`config.mk`:
```
export PLATFORM = sky130hd
export DESIGN_NAME = neuron_train_feeder
export DESIGN_NICKNAME = d
export VERILOG_FILES = /design/src/rtl/neuron_train_feeder.sv
export SDC_FILE = /design/constraint.sdc
export NUM_CORES = 1
export LEC_CHECK = 0
export ABC_CLOCK_PERIOD_IN_PS = 3900
export BUFFER_PORTS_ARGS = -buffer_cell sky130_fd_sc_hd__clkbuf_2
export CAP_MARGIN = 25
export CORE_UTILIZATION = 50
export DETAILED_ROUTE_END_ITERATION = 10
export PLACE_DENSITY = 0.81
export SYNTH_ARGS = -nofsm -noshare
export SYNTH_HDL_FRONTEND = slang
export SYNTH_SLANG_ARGS = --single-unit
```
`constraint.sdc`:
```
create_clock -name clk -period 3.9 [get_ports clk]
set_clock_uncertainty 0.2 [all_clocks]
set_input_delay 0.39 -clock clk [delete_from_list [all_inputs] [get_ports clk]]
set_output_delay 0.39 -clock clk [all_outputs]
set_load 0.02 [all_outputs]
```
`src/rtl/neuron_train_feeder.sv`:
```
// neuron_train_feeder
// Training sequencer for the neuron wrapper. It holds a small table of binary
// samples and their expected outputs, and replays that table to the neuron in
// learning mode one epoch at a time. It counts the errors in each epoch and
// stops on the first error-free epoch or after MAX_EPOCHS epochs, then puts the
// neuron back in working mode.
//
// Optional feature: define NEURON_FEEDER_ROTATE_EN to make epoch e start at
// sample (e mod SAMPLES_NUM) and wrap around. Without it, every epoch walks
// the table from 0 to SAMPLES_NUM-1.
module neuron_train_feeder #(
  parameter int INPUTS_NUM  = 3,
  parameter int SAMPLES_NUM = 8,
  parameter int MAX_EPOCHS  = 255,
  parameter int EPOCH_W     = $clog2(MAX_EPOCHS + 1)
) (
  input  logic                             clk,
  input  logic                             rst,
  input  logic                             smp_wr_en,
  input  logic [$clog2(SAMPLES_NUM)-1:0]   smp_wr_addr,
  input  logic [INPUTS_NUM-1:0]            smp_wr_data,
  input  logic                             smp_wr_exp,
  input  logic                             start,
  output logic                             mode,
  output logic                             in_data_vld,
  output logic                             in_data [INPUTS_NUM-1:0],
  input  logic                             in_data_rdy,
  output logic                             expected_result_data,
  input  logic                             result_data,
  input  logic                             result_vld,
  output logic                             busy,
  output logic                             done,
  output logic                             converged,
  output logic [EPOCH_W-1:0]               epoch_cnt,
  output logic [$clog2(SAMPLES_NUM+1)-1:0] err_cnt
);

  localparam int ADDR_W = $clog2(SAMPLES_NUM);
  localparam int ERR_W  = $clog2(SAMPLES_NUM + 1);

  localparam logic [ADDR_W-1:0]  LAST_IDX    = ADDR_W'(SAMPLES_NUM - 1);
  localparam logic [ADDR_W:0]    SAMPLES_EXT = (ADDR_W + 1)'(SAMPLES_NUM);
  localparam logic [EPOCH_W-1:0] MAX_EPOCH_V = EPOCH_W'(MAX_EPOCHS);

  typedef enum logic [2:0] {
    S_IDLE,
    S_PRESENT,
    S_WAIT_RES,
    S_EPOCH_END,
    S_DONE
  } state_t;

  // Sample table: input bits and the expected neuron output for each sample.
  logic [INPUTS_NUM-1:0] smp_mem [SAMPLES_NUM];
  logic                  exp_mem [SAMPLES_NUM];

  state_t                state_q;
  logic [ADDR_W-1:0]     idx_q;
  logic [ERR_W-1:0]      err_q;
  logic [EPOCH_W-1:0]    epoch_q;
  logic                  done_q;
  logic                  conv_q;
  logic                  mode_q;
  logic                  busy_q;
  logic                  vld_q;
  logic [INPUTS_NUM-1:0] data_q;
  logic                  exp_q;

  logic [ADDR_W-1:0]     nxt_idx;
  logic [ADDR_W-1:0]     epoch_first_idx;
  logic                  last_smp;
  logic                  wr_ok;

`ifdef NEURON_FEEDER_ROTATE_EN
  // First index of the running epoch and number of results already taken.
  logic [ADDR_W-1:0]     first_q;
  logic [ADDR_W-1:0]     res_cnt_q;
`endif

  // Index arithmetic: the table is walked upward and wraps after the last entry.
  always_comb begin
    nxt_idx = (idx_q == LAST_IDX) ? '0 : idx_q + ADDR_W'(1);
`ifdef NEURON_FEEDER_ROTATE_EN
    // Each new epoch starts one entry later than the previous one.
    epoch_first_idx = (first_q == LAST_IDX) ? '0 : first_q + ADDR_W'(1);
    // The epoch ends after SAMPLES_NUM results, whatever index it started at.
    last_smp        = (res_cnt_q == LAST_IDX);
`else
    epoch_first_idx = '0;
    last_smp        = (idx_q == LAST_IDX);
`endif
  end

  // Table writes are taken only while idle and only for in-range addresses.
  assign wr_ok = smp_wr_en && !busy_q && ({1'b0, smp_wr_addr} < SAMPLES_EXT);

  // Sample table storage.
  // NOTE: the table has no reset on purpose: its contents must survive rst,
  // and leaving it out of reset lets the tools map it onto plain storage.
  always_ff @(posedge clk) begin
    if (wr_ok) begin
      smp_mem[smp_wr_addr] <= smp_wr_data;
      exp_mem[smp_wr_addr] <= smp_wr_exp;
    end
  end

  // Training state machine: sequences epochs and registers every output.
  // NOTE: all state here is written with <= so every branch sees the values
  // from before the clock edge, just as the flops do.
  always_ff @(posedge clk or posedge rst) begin
    if (rst) begin
      state_q   <= S_IDLE;
      idx_q     <= '0;
      err_q     <= '0;
      epoch_q   <= '0;
      done_q    <= 1'b0;
      conv_q    <= 1'b0;
      mode_q    <= 1'b0;
      busy_q    <= 1'b0;
      vld_q     <= 1'b0;
      data_q    <= '0;
      exp_q     <= 1'b0;
`ifdef NEURON_FEEDER_ROTATE_EN
      first_q   <= '0;
      res_cnt_q <= '0;
`endif
    end else begin
      case (state_q)
        S_IDLE, S_DONE: begin
          if (start) begin
            state_q   <= S_PRESENT;
            idx_q     <= '0;
            err_q     <= '0;
            epoch_q   <= '0;
            done_q    <= 1'b0;
            conv_q    <= 1'b0;
            mode_q    <= 1'b1;
            busy_q    <= 1'b1;
            vld_q     <= 1'b1;
            data_q    <= smp_mem[0];
            exp_q     <= exp_mem[0];
`ifdef NEURON_FEEDER_ROTATE_EN
            first_q   <= '0;
            res_cnt_q <= '0;
`endif
          end
        end

        S_PRESENT: begin
          // Sample and expected bit stay put until the neuron accepts them.
          if (vld_q && in_data_rdy) begin
            vld_q   <= 1'b0;
            state_q <= S_WAIT_RES;
          end
        end

        S_WAIT_RES: begin
          if (result_vld) begin
            if (result_data != exp_q) begin
              err_q <= err_q + ERR_W'(1);
            end
            if (last_smp) begin
              state_q <= S_EPOCH_END;
            end else begin
              idx_q     <= nxt_idx;
              state_q   <= S_PRESENT;
              vld_q     <= 1'b1;
              data_q    <= smp_mem[nxt_idx];
              exp_q     <= exp_mem[nxt_idx];
`ifdef NEURON_FEEDER_ROTATE_EN
              res_cnt_q <= res_cnt_q + ADDR_W'(1);
`endif
            end
          end
        end

        S_EPOCH_END: begin
          epoch_q <= epoch_q + EPOCH_W'(1);
          if (err_q == '0) begin
            state_q <= S_DONE;
            conv_q  <= 1'b1;
            done_q  <= 1'b1;
            mode_q  <= 1'b0;
            busy_q  <= 1'b0;
          end else if ((epoch_q + EPOCH_W'(1)) == MAX_EPOCH_V) begin
            state_q <= S_DONE;
            conv_q  <= 1'b0;
            done_q  <= 1'b1;
            mode_q  <= 1'b0;
            busy_q  <= 1'b0;
          end else begin
            state_q   <= S_PRESENT;
            err_q     <= '0;
            idx_q     <= epoch_first_idx;
            vld_q     <= 1'b1;
            data_q    <= smp_mem[epoch_first_idx];
            exp_q     <= exp_mem[epoch_first_idx];
`ifdef NEURON_FEEDER_ROTATE_EN
            first_q   <= epoch_first_idx;
            res_cnt_q <= '0;
`endif
          end
        end

        default: begin
          state_q <= S_IDLE;
          mode_q  <= 1'b0;
          busy_q  <= 1'b0;
          vld_q   <= 1'b0;
        end
      endcase
    end
  end

  // Output mapping; every output comes straight from a register.
  assign mode                 = mode_q;
  assign busy                 = busy_q;
  assign done                 = done_q;
  assign converged            = conv_q;
  assign in_data_vld          = vld_q;
  assign expected_result_data = exp_q;
  assign epoch_cnt            = epoch_q;
  assign err_cnt              = err_q;

  for (genvar i = 0; i < INPUTS_NUM; i++) begin : g_in_data
    assign in_data[i] = data_q[i];
  end

endmodule

```
Word level (Yosys, flattened, before mapping)

Memories as Yosys holds them, arrays and structs flattened.
Cells that the tools add are included.

Add/subtract/negate cells: 3
Equality and inequality tests: 15
Multiplexer cells: 52
Bitwise operators: 1
Reduce and logical (&&, ||, !) cells: 16

Operators with widths:

| cell                  | count |
|---|---|
| $mux W3               | 16 |
| $mux W4               | 5 |
| $mux W1               | 19 |
| $pmux W3 S3           | 2 |
| $reduce_and A6 Y1     | 3 |
| $pmux W8 S2           | 1 |
| $ne A2 B2 Y1 const B  | 7 |
| $pmux W3 S4           | 1 |
| $pmux W4 S3           | 1 |
| $reduce_and A3 Y1     | 3 |
| $add A8 B1 Y8 const B | 1 |
| $eq A8 B8 Y1 const B  | 1 |
| $mux W8               | 1 |
| $eq A3 B2 Y1 const B  | 2 |
| $eq A3 B3 Y1 const B  | 2 |
| $pmux W1 S3           | 2 |
| $add A4 B1 Y4 const B | 1 |
| $logic_not A4 Y1      | 1 |
| $pmux W1 S2           | 2 |
| $pmux W1 S4           | 1 |
| $reduce_or A2 Y1      | 2 |
| $add A3 B1 Y3 const B | 1 |
| $eq A3 B1 Y1 const B  | 1 |
| $logic_not A3 Y1      | 1 |
| 9 further kinds       | 10 |

Bits in registers: 26
RAM bits: 32
Bits of input ports: 14
Output and inout port bits: 21
Word-level logic and storage cells: 99
Memories kept: 2

Memory list:

| name    | depth | bits a word | rd ports | clocked after Yosys merged registers in | write ports | RTL line | RTL |
|---|---|---|---|---|---|---|---|
| smp_mem | 8     | 3           | 2        | 0                                       | 1           | 54       | `logic [INPUTS_NUM-1:0] smp_mem [SAMPLES_NUM];` |
| exp_mem | 8     | 1           | 2        | 0                                       | 1           | 55       | `logic exp_mem [SAMPLES_NUM];` |

Longest topological paths before layout

Gate-level depths: netlist of the first run.
An unclocked memory read counts as a cell.

Depth in word-level cells: 6
Depth in mapped cells: 7

Worst setup path before layout of the first run

OpenSTA, ideal clock, no wires.

Path kind: register -> register
Start point: register epoch_q[0] (netlist: epoch_cnt[0])
End point: register data_q[0] (netlist: in_data[0])
Arrival: 2.255 ns
Data required time: 3.575 ns
Slack: 1.319 ns
Cell stages (with the launch flop): 7
Period minus slack after synthesis: 2.581 ns
Cell sequence: dfrtp_1 ha_1 nand3_2 or3_4 a2111oi_4 a31oi_4 mux2_4

Word-level cells in the longest chain between the ends: 4

RTL lines:

| what                               | RTL line | RTL |
|---|---|---|
| start: declaration                 | 60       | `logic [EPOCH_W-1:0] epoch_q;` |
| start signal: assignment           | 178      | `epoch_q <= epoch_q + EPOCH_W'(1);` |
| $add A8 B1 Y8                      | 185      | `end else if ((epoch_q + EPOCH_W'(1)) == MAX_EPOCH_V) begin` |
| $eq A8 B8 Y1                       | 185      |  |
| $ne A2 B2 Y1 (no source line)      | -        |  |
| $reduce_and A6 Y1 (no source line) | -        |  |
| end signal: assignment             | 140      | `data_q <= smp_mem[0];` |
| end signal: assignment             | 168      | `data_q <= smp_mem[nxt_idx];` |
| end signal: assignment             | 196      | `data_q <= smp_mem[epoch_first_idx];` |
| end: declaration                   | 66       | `logic [INPUTS_NUM-1:0] data_q;` |

No other way between the ends.
A chain may end at the register's enable or synchronous reset.

Worst setup path after layout of the first run

Same ends and word-level chain as after synthesis.

==> impl_metrics.env, run 1 <==
export IMPL_clk_latency_ns=0.34
export IMPL_synth_top_cell_by_area="edfxtp_1"
export IMPL_rsz0062_at_grt="no"
export IMPL_drt_wl_total_um=5540
export IMPL_min_period_ns=2.70
export IMPL_timing_final_crit_share_pct=69.2
export IMPL_cts_buffers=9
export IMPL_r2r_slack_ns=1.20
export IMPL_cts_setup_buffers=0
export IMPL_crit_arrival_ns=2.72
export IMPL_avgSynthCellArea_um2=12.5
export IMPL_cts_root_buffer="clkbuf_8"
export IMPL_finalSetupViolCount=0
export IMPL_syn_cell_area_um2=2820
export IMPL_gp_congestion=0.790
export IMPL_syn_nets=245
export IMPL_area_growth_pct=17.0
export IMPL_synthTopCellsByCount="32 x edfxtp_1, 26 x dfrtp_1, 18 x nor2_1, 17 x o21ai_0"
export IMPL_reg2reg_depth=6
export IMPL_port_buffers=34
export IMPL_ir_worst_vdd_uv=313
export IMPL_ant_nets=0
export IMPL_worst_path_max_delay_cell="a2111oi_4"
export IMPL_post_cts_resized=0
export IMPL_critPathRequiredTime_ns=3.92
export IMPL_synthTopCellsByArea="edfxtp_1 34%, dfrtp_1 23%, mux4_2 4.8%"
export IMPL_drt_initial_drc_count=108
export IMPL_setup_tns_ns=0
export IMPL_path_max_fanout=8
export IMPL_vias=1947
export IMPL_cap_violations=0
export IMPL_drive_gt1_share_pct=26.7
export IMPL_grt_max_degree=27
export IMPL_path_cells="ha_1 -> nand3_2 -> or3_4 -> a2111oi_4 -> a31oi_4 -> mux2_4"
export IMPL_grt_overflow_total=0
export IMPL_max_freq_ghz=0.370
export IMPL_path_clk_slew_ns=0.07
export IMPL_yosys_cell_types_count=52
export IMPL_hold_path_class="in -> reg"
export IMPL_first_pass_iters=4
export IMPL_dpl_hpwl_um=3880
export IMPL_power_density_nw_per_um2=683
export IMPL_die_h_um=77.1
export IMPL_startpoint_type="flop"
export IMPL_drv_slew=0
export IMPL_slew_headroom_pct=48.8
export IMPL_hold_depth=1
export IMPL_end_kind="flop"
export IMPL_synth_edf_count=32
export IMPL_antenna_found_initial=0
export IMPL_cpLargestDelayFamily="compound AO/OA/AOI/OAI gates"
export IMPL_die_x_um=77.1
export IMPL_drc=0
export IMPL_antenna_cells=0
export IMPL_synth_top_cell_area_share_pct=34.1
export IMPL_vias_per_cell=5.73
export IMPL_async_reset_ff_share_pct=44.8
export IMPL_fp_row_count=26
export IMPL_synth_cells=225
export IMPL_grt_pass1_vias=1851
export IMPL_worstMarginPinSlew_ns=0.764
export IMPL_synthMostInstantiatedCell="edfxtp_1"
export IMPL_ctsLongestPathBuffers=2
export IMPL_dieArea_um2=5940
export IMPL_hold_ws_ns=0.127
export IMPL_hold_violations=0
export IMPL_cts_tree="done"
export IMPL_seq_area_frac_synth_pct=57.2
export IMPL_crit_cells=6
export IMPL_coreArea_um2=5270
export IMPL_yosys_warnings=0
export IMPL_crit_buf_inv=0
export IMPL_holdBufCountCts=0
export IMPL_crit_path_max_incr_delay_ns=0.58
export IMPL_cts_sinks=58
export IMPL_boundaryPins=35
export IMPL_ys_ff_latch=58
export IMPL_grt_pass1_wl_um=9150
export IMPL_path_class="reg -> reg"
export IMPL_grtUsageTotal_pct=20.7
export IMPL_wl_per_cell_um=16.3
export IMPL_synthFlopType="edfxtp_1"
export IMPL_h_tree_depth=3
export IMPL_status="complete, no violations"
export IMPL_initial_core_util_pct=53.5
export IMPL_fin_nets=285
export IMPL_leakage_nw=1.32
## power breakdown
part	internal [W]	switching, W
logic	0.000337	0.000429
clock network	0.000364	0.000256
registers	0.000740	0.000123
## sequential cells by signal, summed over array words and instances, names as in the netlist
| signal | count |
|---|---|
| smp_mem | 24 |
| epoch_cnt | 8 |
| exp_mem | 8 |
| err_cnt | 4 |
| idx_q | 3 |
| in_data | 3 |
| state_q | 3 |
| busy | 1 |
| converged | 1 |
| done | 1 |
| expected_result_data | 1 |
| in_data_vld | 1 |
## per-stage QoR
| step | power [W] | worst slack [ns] | area, µm² | utilization [%] | instances |
|---|---|---|---|---|---|
| after floorplan | 0.00145 | 1.32 | 2820 | - | 225 |
| final | 0.00225 | 1.20 | 3300 | 62.6 | 340 |
| after global routing | 0.00238 | 1.06 | 3300 | 62.6 | 340 |
| after CTS | 0.00226 | 1.19 | 3260 | 61.8 | 338 |
| after detailed placement | 0.00164 | 1.26 | 3030 | 57.5 | 322 |
| after global placement | 0.00161 | 1.34 | 3030 | 57.5 | 322 |
## worst reg2reg max path, delay by kind of cell (launching register included)
family,cells,cell delay (ns)
AO/OA/AOI/OAI,2,0.81
AND/OR/NAND/NOR,2,0.50
adder cells (fa/ha/maj),1,0.28
flip-flops,1,0.44
multiplexers,1,0.36
## placed cells by master, fill, tap and decap left out, types with 6 or more instances in the layout
master    synthesis  final
dfrtp_1          26     26
o21ai_0          17     17
mux4_2            6      6
clkbuf_2          0     34
ha_1              6      6
edfxtp_1         32     32
nor2_1           18     18
nand2_1          13     13
a21oi_1           7      7
clkbuf_8          1      9
mux2i_1           9      9
nand3_1           6      6
inv_1            13     13
## per-layer routing
| layer | vias to the layer above | wire [µm] | track usage [%] |
|---|---|---|---|
| met5 | - | 0 | 0 |
| li1 | 931 | - | - |
| met4 | 0 | 91 | 7.36 |
| met2 | 53 | 2670 | 33.1 |
| met1 | 951 | 2530 | 25.2 |
| met3 | 12 | 242 | 8.57 |
## layout make-up
type	count	area (µm²)
clock inverter	7	103
multi-input combinational	146	1110
tap	70	87.6
fill	424	1970
sequential	58	1610
inverter	13	48.8
timing repair buffer	37	215
clock buffer	9	124
## worst paths after layout
check | start | end
setup / recovery | epoch_cnt[0] | in_data[0]
hold / removal | smp_wr_data[1] | smp_mem[4][1]
setup reg to reg | epoch_cnt[0] | in_data[0]
hold reg to reg | converged | converged
max in group asynchronous | rst | in_data[0]
min in group asynchronous | rst | epoch_cnt[3]
## logic make-up after synthesis
kind of cell | after synthesis | share of synthesized area [%]
simple gates | 66 | 12.6
compound gates | 52 | 13.6
flops | 58 | 57.2
fa+ha+maj | 6 | 2.66
buf+inv | 21 | 3.55
mux | 17 | 8.92
xor+xnor | 5 | 1.55
No activity file was read; power rests on OpenSTA's default activity.
==> run 2, diff against run 1 <==
ABC_AREA = 1   (was not set)
ABC_CLOCK_PERIOD_IN_PS = 2700   (was 3900)
clock period = 2.7 ns   (was 3.9 ns; I/O delays follow)
==> run 2 against run 1 <==
Effect of this change:
- synthesized cell count grew 34%
- maximum frequency rose by 20%
- routed wire length is 2.7% higher
- largest power group unchanged
==> impl_metrics.env, run 2 <==
export IMPL_status="complete, no violations"
export IMPL_drt_wl_total_um=5690
export IMPL_worst_path_max_delay_cell="dfrtp_1"
export IMPL_crit_top_cell="nand2_1"
export IMPL_first_pass_iters=4
export IMPL_crit_path_max_incr_delay_ns=0.44
export IMPL_p_int_w=0.00183
export IMPL_holdCritStartpoint="result_vld"
export IMPL_boundaryPins=35
export IMPL_yosys_warnings=0
export IMPL_yosys_cell_types_count=31
export IMPL_async_reset_ff_share_pct=44.8
export IMPL_setup_tns_ns=0
export IMPL_max_freq_ghz=0.446
export IMPL_finalSetupViolCount=0
export IMPL_leakage_nw=1.50
export IMPL_antenna_found_initial=0
export IMPL_hold_ws_ns=0.0206
export IMPL_path_class="reg -> reg"
export IMPL_initial_core_util_pct=51.6
export IMPL_r2r_start="epoch_cnt[1]"
export IMPL_synth_top_cell_by_area="edfxtp_1"
export IMPL_drc=0
export IMPL_fin_nets=365
export IMPL_crit_buf_inv=2
export IMPL_avgSynthCellArea_um2=9.41
export IMPL_r2r_slack_ns=0.46
export IMPL_path_cells="ha_1 -> nand2_1 -> inv_1 -> nand2_1 -> nand2_1 -> nor2_1 -> nand2_1 -> nor2_4 -> nand3_4 -> nand2_2 -> inv_1 -> nand2_1 -> nand2_1"
export IMPL_path_max_fanout=12
export IMPL_die_x_um=77.4
export IMPL_post_cts_resized=0
export IMPL_rr_endpoint="expected_result_data"
export IMPL_synthFlopType="edfxtp_1"
export IMPL_fp_row_count=27
export IMPL_synthMostInstantiatedCell="nand2_1"
export IMPL_hold_path_class="in -> reg"
export IMPL_gp_congestion=0.862
export IMPL_vias=2196
export IMPL_cts_root_buffer="clkbuf_8"
export IMPL_grt_overflow_total=0
export IMPL_reg2reg_depth=13
export IMPL_ctsLongestPathBuffers=2
export IMPL_grt_pass1_vias=2126
export IMPL_vias_per_cell=5.22
export IMPL_critPathRequiredTime_ns=2.74
export IMPL_worstMarginPinSlew_ns=0.491
export IMPL_startpoint_type="flop"
export IMPL_cts_sinks=58
export IMPL_grtUsageTotal_pct=21.0
export IMPL_drive_gt1_share_pct=21.5
export IMPL_ys_ff_latch=58
export IMPL_place_area_um2=3070
export IMPL_p_seq_share_pct=39.0
export IMPL_wl_per_cell_um=13.5
export IMPL_dieArea_um2=5990
export IMPL_syn_cell_area_um2=2840
export IMPL_coreArea_um2=5510
export IMPL_antenna_cells=0
export IMPL_cts_tree="done"
export IMPL_final_cell_mix="79 x nand2_1, 34 x clkbuf_2, 33 x nor2_1"
export IMPL_drt_initial_drc_count=142
export IMPL_ant_nets=0
export IMPL_mostFrequentLayoutCell="nand2_1"
export IMPL_top_register="smp_mem"
export IMPL_clockPowerShare_pct=24.9
export IMPL_grt_max_degree=27
export IMPL_h_tree_depth=3
export IMPL_area_growth_pct=15.8
export IMPL_final_area_um2=3290
export IMPL_synth_cells=302
export IMPL_path_clk_slew_ns=0.07
export IMPL_hold_depth=4
export IMPL_p_sw_w=0.00121
export IMPL_seq_area_frac_synth_pct=56.7
export IMPL_dpl_hpwl_um=4110
export IMPL_setup_slack_ns=0.455
export IMPL_min_period_ns=2.24
export IMPL_n_fill_cell=463
export IMPL_crit_arrival_ns=2.28
export IMPL_synth_edf_count=32
export IMPL_largest_register_ffs=24
export IMPL_p_sw_share_pct=39.8
export IMPL_slew_headroom_pct=67.0
export IMPL_power_density_nw_per_um2=921
export IMPL_post_place_ws_ns=0.475
export IMPL_syn_nets=322
export IMPL_hold_violations=0
export IMPL_cap_violations=0
export IMPL_synthTopCellsByArea="edfxtp_1 34%, dfrtp_1 23%, nand2_1 10%"
export IMPL_drv_slew=0
export IMPL_clk_latency_ns=0.34
export IMPL_port_buffers=34
export IMPL_timing_final_crit_share_pct=83.1
export IMPL_grt_pass1_wl_um=9370
export IMPL_comb_power_share_pct=36.0
export IMPL_ir_worst_vdd_uv=489
export IMPL_rsz0062_at_grt="no"
export IMPL_cts_buffers=9
export IMPL_synthTopCellsByCount="79 x nand2_1, 33 x nor2_1, 32 x edfxtp_1, 32 x inv_1, 26 x dfrtp_1"
export IMPL_end_kind="flop"
export IMPL_die_h_um=77.4
export IMPL_synth_top_cell_area_share_pct=33.8
export IMPL_cpLargestDelayFamily="simple AND/OR/NAND/NOR gates"
export IMPL_whs_endpoint="state_q[1]"
==> run 2: final cells by class <==
class | instances | area, µm² | share of cell area (%)
repair buffers | 37 | 215 | 6.54
clock buffers | 9 | 124 | 3.76
well taps | 72 | 90.1 | 2.74
clock inverters | 6 | 58.8 | 1.79
multi-input cells | 204 | 1060 | 32.2
inverters | 35 | 131 | 3.99
flip-flops and latches | 58 | 1610 | 49.0
==> run 2: how the worst max path moves through the flow <==
stage	slack [ns]	to	cells past startpoint	start
2_1_floorplan	0.69	expected_result_data	11	idx_q[0]
3_3_place_gp	0.48	expected_result_data	13	epoch_cnt[1]
3_5_place_dp	0.48	in_data[1]	13	epoch_cnt[1]
4_1_cts	0.45	in_data[1]	13	epoch_cnt[1]
5_1_grt	0.25	in_data[2]	10	idx_q[0]
6_report	0.46	expected_result_data	13	epoch_cnt[1]
==> run 2: per-stage QoR <==
stage | utilization, % | total power, W | cells
6_report | 59.8 | 0.00303 | 421
5_1_grt | 59.8 | 0.00322 | 421
4_1_cts | 59.3 | 0.00304 | 420
3_5_place_dp | 55.8 | 0.00228 | 404
3_3_place_gp | 55.8 | 0.00225 | 404
2_1_floorplan | - | 0.00206 | 302
==> run 2: power groups by stage <==
stage / registers (W) / logic (W) / clock network, W
after global placement: 0.00119 / 0.00106 / 0
final: 0.00118 / 0.00109 / 0.000756
after global routing: 0.00120 / 0.00122 / 0.000797
after CTS: 0.00118 / 0.00109 / 0.000765
after detailed placement: 0.00120 / 0.00108 / 0
after floorplan: 0.00127 / 0.000784 / 0
==> run 2: layer usage <==
layer | vias to the layer above | part of all wire (%) | GRT usage (%)
li1 | 1092 | - | -
met1 | 1006 | 42 | 23.6
met2 | 74 | 49 | 34.6
met3 | 24 | 4.6 | 5.29
met4 | 0 | 4.3 | 15.5
met5 | - | 0 | 0
==> run 2: cell families (layout without fill, tap and decap cells) <==
group | after synthesis | after routing | synth area share, %
XOR/XNOR | 4 | 4 | 1.23
buffers and inverters | 40 | 87 | 6.03
flip-flops | 58 | 58 | 56.7
AO/OA/AOI/OAI | 43 | 43 | 8.63
AND/OR/NAND/NOR | 151 | 151 | 24.8
adder cells (fa/ha/maj) | 6 | 6 | 2.64
==> run 2: repair_timing <==
item,4_1_cts,5_1_grt
hold buffers,1,0
endpoints found under the hold margin,26,0
buffers inserted,0,0
==> run 2: worst reg2reg max path, delay by kind of cell, from the launching register on <==
family / cells / cell delay, ns
simple gates: 10 / 1.04
flops: 1 / 0.44
fa+ha+maj: 1 / 0.24
buf+inv: 2 / 0.21
